[src/rtl/mmio_mem_ctrl.sv]
// Memory-mapped I/O controller: routes processor loads/stores to the data RAM,
// an LCD write FIFO and a PS/2 keyboard latch, with one-cycle load latency.
module mmio_mem_ctrl #(
    parameter int          LCD_DEPTH = 8,
    parameter logic [11:0] MMIO_BASE = 12'hF00
) (
    input  logic        clock,
    input  logic        reset,
    input  logic [11:0] mem_address,
    input  logic [31:0] mem_data_in,
    input  logic        mem_wren,
    input  logic        mem_rden,
    output logic [31:0] mem_data_out,
    output logic [11:0] dmem_address,
    output logic [31:0] dmem_data,
    output logic        dmem_wren,
    input  logic [31:0] dmem_q,
    input  logic        ps2_key_pressed,
    input  logic [7:0]  ps2_out,
    input  logic        lcd_ready,
    output logic        lcd_write,
    output logic [31:0] lcd_data
);

    localparam int PW = (LCD_DEPTH > 1) ? $clog2(LCD_DEPTH) : 1;
    localparam int CW = $clog2(LCD_DEPTH + 1);

    typedef enum logic [1:0] {
        SEL_NONE = 2'd0,
        SEL_DMEM = 2'd1,
        SEL_MMIO = 2'd2
    } rd_sel_t;

    // Address decode
    logic        is_mmio;
    logic [11:0] mmio_off;
    logic        rd_mmio;
    logic        rd_lcd_stat;
    logic        rd_key;
    logic        rd_ps2_stat;

    assign is_mmio     = (mem_address >= MMIO_BASE);
    assign mmio_off    = mem_address - MMIO_BASE;
    // A store to the same MMIO address wins: the load is suppressed along with its side effects.
    assign rd_mmio     = mem_rden && is_mmio && !mem_wren;
    assign rd_lcd_stat = rd_mmio && (mmio_off == 12'd1);
    assign rd_key      = rd_mmio && (mmio_off == 12'd2);
    assign rd_ps2_stat = rd_mmio && (mmio_off == 12'd3);

    assign dmem_address = mem_address;
    assign dmem_data    = mem_data_in;
    assign dmem_wren    = mem_wren && !is_mmio && !reset;

    // LCD FIFO
    logic [31:0]   fifo_mem [LCD_DEPTH];
    logic [PW-1:0] wr_ptr;
    logic [PW-1:0] rd_ptr;
    logic [CW-1:0] count;
    logic          lcd_ovf;
    logic          full;
    logic          empty;
    logic          push_req;
    logic          push;
    logic          pop;
    logic          ovf_evt;
    logic [5:0]    count6;
    logic [31:0]   lcd_status;

    assign full       = (count == CW'(LCD_DEPTH));
    assign empty      = (count == '0);
    assign push_req   = mem_wren && is_mmio && (mmio_off == 12'd0);
    assign pop        = !empty && lcd_ready;
    assign push       = push_req && (!full || pop);
    assign ovf_evt    = push_req && !push;
    assign count6     = 6'(count);
    assign lcd_status = {23'b0, lcd_ovf, full, empty, count6};

    // LCD handshake: a word transfers in every cycle where lcd_write and lcd_ready
    // are both high; lcd_write only rises while lcd_ready is high and data is queued.
    assign lcd_write = pop && !reset;
    assign lcd_data  = lcd_write ? fifo_mem[rd_ptr] : 32'd0;

    always_ff @(posedge clock) begin
        if (push) begin
            fifo_mem[wr_ptr] <= mem_data_in;
        end
    end

    always_ff @(posedge clock or posedge reset) begin
        if (reset) begin
            wr_ptr  <= '0;
            rd_ptr  <= '0;
            count   <= '0;
            lcd_ovf <= 1'b0;
        end else begin
            if (push) begin
                wr_ptr <= wr_ptr + PW'(1);
            end
            if (pop) begin
                rd_ptr <= rd_ptr + PW'(1);
            end
            if (push && !pop) begin
                count <= count + CW'(1);
            end else if (pop && !push) begin
                count <= count - CW'(1);
            end
            if (ovf_evt) begin
                lcd_ovf <= 1'b1;
            end else if (rd_lcd_stat) begin
                lcd_ovf <= 1'b0;
            end
        end
    end

    // PS/2 keyboard latch
    logic       ps2_q;
    logic       ps2_edge;
    logic [7:0] key_reg;
    logic       key_pending;
    logic       key_lost;

    assign ps2_edge = ps2_key_pressed && !ps2_q;

    always_ff @(posedge clock or posedge reset) begin
        if (reset) begin
            ps2_q       <= 1'b0;
            key_reg     <= 8'd0;
            key_pending <= 1'b0;
            key_lost    <= 1'b0;
        end else begin
            ps2_q <= ps2_key_pressed;
            if (ps2_edge) begin
                key_reg     <= ps2_out;
                key_pending <= 1'b1;
            end else if (rd_key) begin
                key_pending <= 1'b0;
            end
            if (ps2_edge && key_pending) begin
                key_lost <= 1'b1;
            end else if (rd_ps2_stat) begin
                key_lost <= 1'b0;
            end
        end
    end

    // Load path: the MMIO value is captured with pre-update state in the read cycle.
    logic [31:0] mmio_rdata;
    logic [31:0] mmio_q;
    rd_sel_t     rd_sel;

    always_comb begin
        mmio_rdata = 32'd0;
        if (rd_lcd_stat) begin
            mmio_rdata = lcd_status;
        end else if (rd_key) begin
            mmio_rdata = {24'b0, key_reg};
        end else if (rd_ps2_stat) begin
            mmio_rdata = {30'b0, key_lost, key_pending};
        end
    end

    always_ff @(posedge clock or posedge reset) begin
        if (reset) begin
            rd_sel <= SEL_NONE;
            mmio_q <= 32'd0;
        end else begin
            mmio_q <= mmio_rdata;
            if (mem_rden && !is_mmio) begin
                rd_sel <= SEL_DMEM;
            end else if (mem_rden) begin
                rd_sel <= SEL_MMIO;
            end else begin
                rd_sel <= SEL_NONE;
            end
        end
    end

    always_comb begin
        mem_data_out = 32'd0;
        if (!reset) begin
            case (rd_sel)
                SEL_DMEM: mem_data_out = dmem_q;
                SEL_MMIO: mem_data_out = mmio_q;
                default:  mem_data_out = 32'd0;
            endcase
        end
    end

endmodule
[config.mk]
export PLATFORM = sky130hd
export DESIGN_NAME = mmio_mem_ctrl
export DESIGN_NICKNAME = d
export VERILOG_FILES = /design/src/rtl/mmio_mem_ctrl.sv
export SDC_FILE = /design/constraint.sdc
export NUM_CORES = 1
export LEC_CHECK = 0
export ABC_CLOCK_PERIOD_IN_PS = 5300
export BUFFER_PORTS_ARGS = -buffer_cell sky130_fd_sc_hd__buf_2
export CORE_ASPECT_RATIO = 0.9
export CORE_MARGIN = 8
export CORE_UTILIZATION = 56
export DETAILED_ROUTE_END_ITERATION = 8
export PLACE_DENSITY = 0.79
export SETUP_SLACK_MARGIN = 0.2
export SLEW_MARGIN = 30
export SYNTH_ARGS = -nofsm -noshare
export SYNTH_HDL_FRONTEND = slang
export SYNTH_SLANG_ARGS = --single-unit
[constraint.sdc]
create_clock -name clock -period 5.3 [get_ports clock]
set_input_delay 1.06 -clock clock [delete_from_list [all_inputs] [get_ports clock]]
set_output_delay 1.06 -clock clock [all_outputs]
set_load 0.02 [all_outputs]
### After elaboration in Yosys (flattened, before gate mapping)

Memories as Yosys holds them, arrays and structs flattened.
Index checks and enable logic that the tools add are counted.

| cells by class | value |
|---|---|
| add/sub/neg operators | 5 |
| order comparisons | 1 |
| equality and inequality tests | 6 |
| mux-type cells | 18 |
| reduce and logical (&&, ||, !) cells | 33 |

Operators by type and width:

| operator | number |
|---|---|
| $mux W32 | 2 |
| $pmux W32 S2 | 1 |
| $eq A12 B2 Y1 const B | 2 |
| $logic_and A1 B1 Y1 | 18 |
| $eq A12 B1 Y1 const B | 1 |
| $ge A12 B12 Y1 const B | 1 |
| $logic_not A12 Y1 | 1 |
| $sub A12 B12 Y12 const B | 1 |
| $mux W9 | 1 |
| $logic_not A1 Y1 | 8 |
| $mux W1 | 8 |
| $mux W4 | 2 |
| $mux W8 | 1 |
| $reduce_bool A2 Y1 | 4 |
| $add A3 B1 Y3 const B | 2 |
| $mux W2 | 3 |
| $add A4 B1 Y4 const B | 1 |
| $eq A4 B4 Y1 const B | 1 |
| $logic_not A4 Y1 | 1 |
| $sub A4 B1 Y4 const B | 1 |
| $eq A2 B1 Y1 const B | 1 |
| $eq A2 B2 Y1 const B | 1 |
| $logic_or A1 B1 Y1 | 1 |

| storage, ports and cells | value |
|---|---|
| flip-flop bits (word level) | 56 |
| memory bits (writable) | 256 |
| output and inout port bits | 110 |
| logic and storage cells | 74 |
| memories | 1 |

Memories:

| name | depth | width | read ports | clocked after Yosys merged registers in | wr ports | RTL line | RTL |
|---|---|---|---|---|---|---|---|
| fifo_mem | 8 | 32 | 1 | 0 | 1 | 55 | `logic [31:0] fifo_mem [LCD_DEPTH];` |

### Logic depth before layout (Yosys ltp)

| depth | value |
|---|---|
| depth after elaboration | 9 |
| mapped depth | 11 |

### Worst setup path after synthesis

Ideal clock, no wire load.

| timing | value |
|---|---|
| kind | input port to flip-flop |
| from | input port mem_address[3] |
| to | memory fifo_mem[1][0] (enable) |
| setup time | 0.513 ns |
| arrival | 5.130 ns |
| required time | 4.787 ns |
| path slack | -0.342 ns |
| stages on the path | 4 |
| buffers on the path | 0 |
| cell sequence | nor4_4 -> and4_2 -> nand2_2 -> nor4b_1 |

| on the way | value |
|---|---|
| cells in the longest elaborated chain, start to end | 6 |
| elaborated cells between the ends (all ways) | 8 |
| those cells by class | 1 x add/sub; 1 x order compare; 2 x mux; 4 x reduce/logical |

RTL lines:

| what | RTL line | RTL |
|---|---|---|
| start: declaration | 9 | `input logic [11:0] mem_address,` |
| $sub A12 B12 Y12 or $ge A12 B12 Y1 (tied branches) | 43, 42 |  |
| $logic_not A12 Y1 or $logic_and A1 B1 Y1 (tied branches) | 71 | `assign push_req = mem_wren && is_mmio && (mmio_off == 12'd0);` |
| $logic_and A1 B1 Y1 * | 71 |  |
| $logic_and A1 B1 Y1 * | 73 | `assign push = push_req && (!full \|\| pop);` |
| $mux W1 * | 84 | `if (push) begin` |
| $mux W1 (implied by the code) * | 85 | `fifo_mem[wr_ptr] <= mem_data_in;` |
| end: declaration | 55 |  |

Mark *: on every way between the ends. The rest lies on a longest branch, timed or not.

### Worst setup path in the final report

| timing | value |
|---|---|
| from | register rd_ptr[0] |
| to | output port lcd_data[18] |

| on the way | value |
|---|---|
| cells in the longest elaborated chain, start to end | 2 |

RTL lines:

| what | RTL line | RTL |
|---|---|---|
| start: declaration | 57 | `logic [PW-1:0] rd_ptr;` |
| start signal: assignment | 100 | `rd_ptr <= rd_ptr + PW'(1);` |
| $mem_v2 Z8 W32 | n/a |  |
| $mux W32 | 81 | `assign lcd_data = lcd_write ? fifo_mem[rd_ptr] : 32'd0;` |
| end: declaration | 22 | `output logic [31:0] lcd_data` |

Every way passes these cells.

==> metrics <==
crit path setup slack, layout between 1 and 1.5 ns; number of remaining DRC errors 0; Via-to-Cell Ratio roughly 5.7; port buffer count between 150 and 200; total grt overflow 0; proportion of netlist area held by the largest area contributor between 60 and 70%; non-filler instance count after layout roughly 1100; number of global-route vias before repair 6655; count leader, synth edfxtp_1; register bit count reported by yosys 289; leakage dissipation between 5 and 6 nW; Core ar. 0.0208 mm2; number of endpoints failing setup at the final stage 0; starting utilization of the core area 57.3%; hold slack slightly below 0.5 ns; post-cts sizing count 0; data required time of the worst path approximately 4.2 ns; Total Wirelength 24.9 mm; mux contribution to synthesized area 15.9%; Simple-Gate Fraction of Synth Area slightly above 5%; cell at the slowest stage of the critical path dfrtp_4; stage delay of the slowest cell on the critical path roughly 0.95 ns; endpoint of the worst-slack reg-to-reg timing path count[3]; total count of hold-check failures in the final report 0; Power per Cell Area approximately 420 mW/mm2; cell type group with the largest total delay on the critical path flip-flops; Area after DPL about 0.013 mm2; hold_sp lcd_ovf; Relative slew margins 36.4%; launching element type of the critical path flop; setup bufs post-CTS 0; Worst R2R Start count[0]; number of antenna violations at the first check in global routing 0; clock tree from TritonCTS yes; DR WL/cell between 20 and 25 um; post-synthesis share of cell area spent on full adders, half adders and majority gates less than 1%; critical-path cell list buf_4 > mux4_2 > mux2i_1 > nor2_1 > buf_2; unrepaired setup endpoints after global routing no; violation count after the first detailed-route iteration 519; worst slack at placement 1.39 ns; number of antenna repair diodes 0; xor and xnor fraction of the mapped netlist area less than 1%; area used by sequential logic in the layout roughly 0.0085 mm2; Finished Core Util 66.7%; post-synthesis instance area roughly 0.012 mm2; critical path capture point type output pin; worst reg2reg setup slack slightly below 2 ns; number of fill cells in the layout between 1000 and 1500; most used flip-flop cell after synthesis edfxtp_1; cell type with the highest aggregate area in the netlist edfxtp_1; vertical die dimension 154 um; final number of max-transition violations 0; first-pass GRT wire length 38.1 mm; result of the run completed; worst ir drop on vdd around 0.00032 V; hold buffer count at cts 0; count of synthesis-stage warnings from yosys 0; number of buffers on the longest clock path 3; sequential area share after synthesis between 70 and 80%; Worst-path clk slew about 0.060 ns; Cell variety after synth 45; global routing usage summed across all routing layers between 10% and 20%; area of all placed cells without fillers about 0.014 mm2; number of flip-flops under the largest register name 256; Max Clk Rate between 0.2 and 0.3 GHz; max-capacitance violation count 0; fraction of layout instances using a drive strength above 1 a little over two fifths; average instance area after synthesis about 19 um2; synthesis-to-finish area growth 16.4%; critical path class flop to output pin; Root Driver clkbuf_16; Final Total Pwr 5.88 mW; clock period minus final worst setup slack between 3 and 4 ns; critical path fanouts, max 42; post-route fraction of the period consumed by the critical path between 70% and 80%; post-route clock skew ~0.015 ns; clock latency reported for the late side of the worst-skew pair about 0.53 ns; class of the most critical hold timing path flop to flop; critical path data arrival time between 2 and 3 ns; total number of H-tree levels 1; DR vias about 6300; global placer's final weighted congestion about 0.86; multi-input logic area a little under 0.003 mm2; total instance count after detailed placement approximately 1100; complex-gate fraction of the synthesized area ~1.9%; die span in x approximately 170 um; largest family of logic cells by synthesized area multiplexers; I/O pin total 200; final sum of negative setup slack 0 ns; sum of net half-perimeters after detailed placement between 15 and 20 mm; cell row count 50; EDFF count, synth between 200 and 300; remaining antenna violation count 0; Sinks on Clock Net ~290; number of detailed-route iterations in the first pass 5; Crit path buffers/inverters 2; total CTS buffers 29; Hold Path Sink lcd_ovf; Worst Hold Path Cells 1; Synth area leaders edfxtp_1 64%, mux4_2 12%, dfrtp_1 6.9%; number of standard cells after synthesis roughly 640; list of most frequent post-synthesis cells 256 x edfxtp_1, 64 x mux4_2, 53 x nor2_1; Least-Margin Pin Slew ~0.95 ns; die area 0.0262 mm2; share of flip-flops with an asynchronous set or reset after synthesis 11.4%; Synth Net Count about 740; largest net degree at the start of global routing 67; nets 907; logic depth of the worst register-to-register path 11
## worst max path at each step
stage	startpoint	endpoint	slack (ns)	cells past startpoint
finish	rd_ptr[0]	lcd_data[18]	1.36	5
global route	rd_ptr[0]	lcd_data[6]	1.13	5
CTS	rd_ptr[0]	lcd_data[18]	1.23	5
detailed placement	mem_address[3]	count[3]	1.39	12
global placement	mem_address[3]	count[3]	1.49	12
floorplan	mem_address[3]	fifo_mem[5][0]	0.63	4
## placed cells by master, fill, tap and decap left out, types with 3 or more instances in the layout
| master | netlist | routed |
|---|---|---|
| clkinv_2 | 0 | 11 |
| dfrtp_1 | 33 | 30 |
| inv_1 | 8 | 8 |
| nor2_1 | 53 | 51 |
| nand2_1 | 7 | 7 |
| a22oi_1 | 15 | 15 |
| and2_1 | 24 | 24 |
| nor3_2 | 0 | 3 |
| ha_1 | 7 | 7 |
| edfxtp_1 | 256 | 256 |
| nor2b_1 | 5 | 4 |
| mux2_2 | 12 | 12 |
| clkbuf_1 | 8 | 8 |
| xnor2_1 | 6 | 6 |
| buf_2 | 6 | 199 |
| mux4_2 | 64 | 64 |
| mux2i_1 | 32 | 32 |
| clkbuf_16 | 0 | 29 |
| buf_4 | 52 | 12 |
## layout make-up
| class | instances | share of cell area [%] |
|---|---|---|
| Timing Repair Buffer | 214 | 8.33 |
| Clock buffer | 37 | 5.44 |
| Inverter | 9 | 0.243 |
| Sequential cell | 289 | 61.4 |
| Multi-Input combinational cell | 266 | 21.3 |
| Tap cell | 286 | 2.58 |
| Clock inverter | 15 | 0.730 |
## routing by layer
metal	track usage [%]	wire, um	vias to the layer above
li1	-	-	2799
met1	23.7	9940	3272
met2	33.5	13200	217
met3	2.95	1360	41
met4	4.38	437	0
met5	0	0	-
## report_power, final
group          switching, mW  leakage, nW  internal (mW)
Clock                  0.780        0.432           1.05
Combinational          0.550         2.01          0.707
Sequential             0.273         2.71           2.52
## cells by family after synthesis
family	after synthesis
mux	108
compound gates	28
simple gates	116
flops	289
buf+inv	83
xor+xnor	6
fa+ha+maj	8
Note: power is estimated with default switching activity, not from simulation.
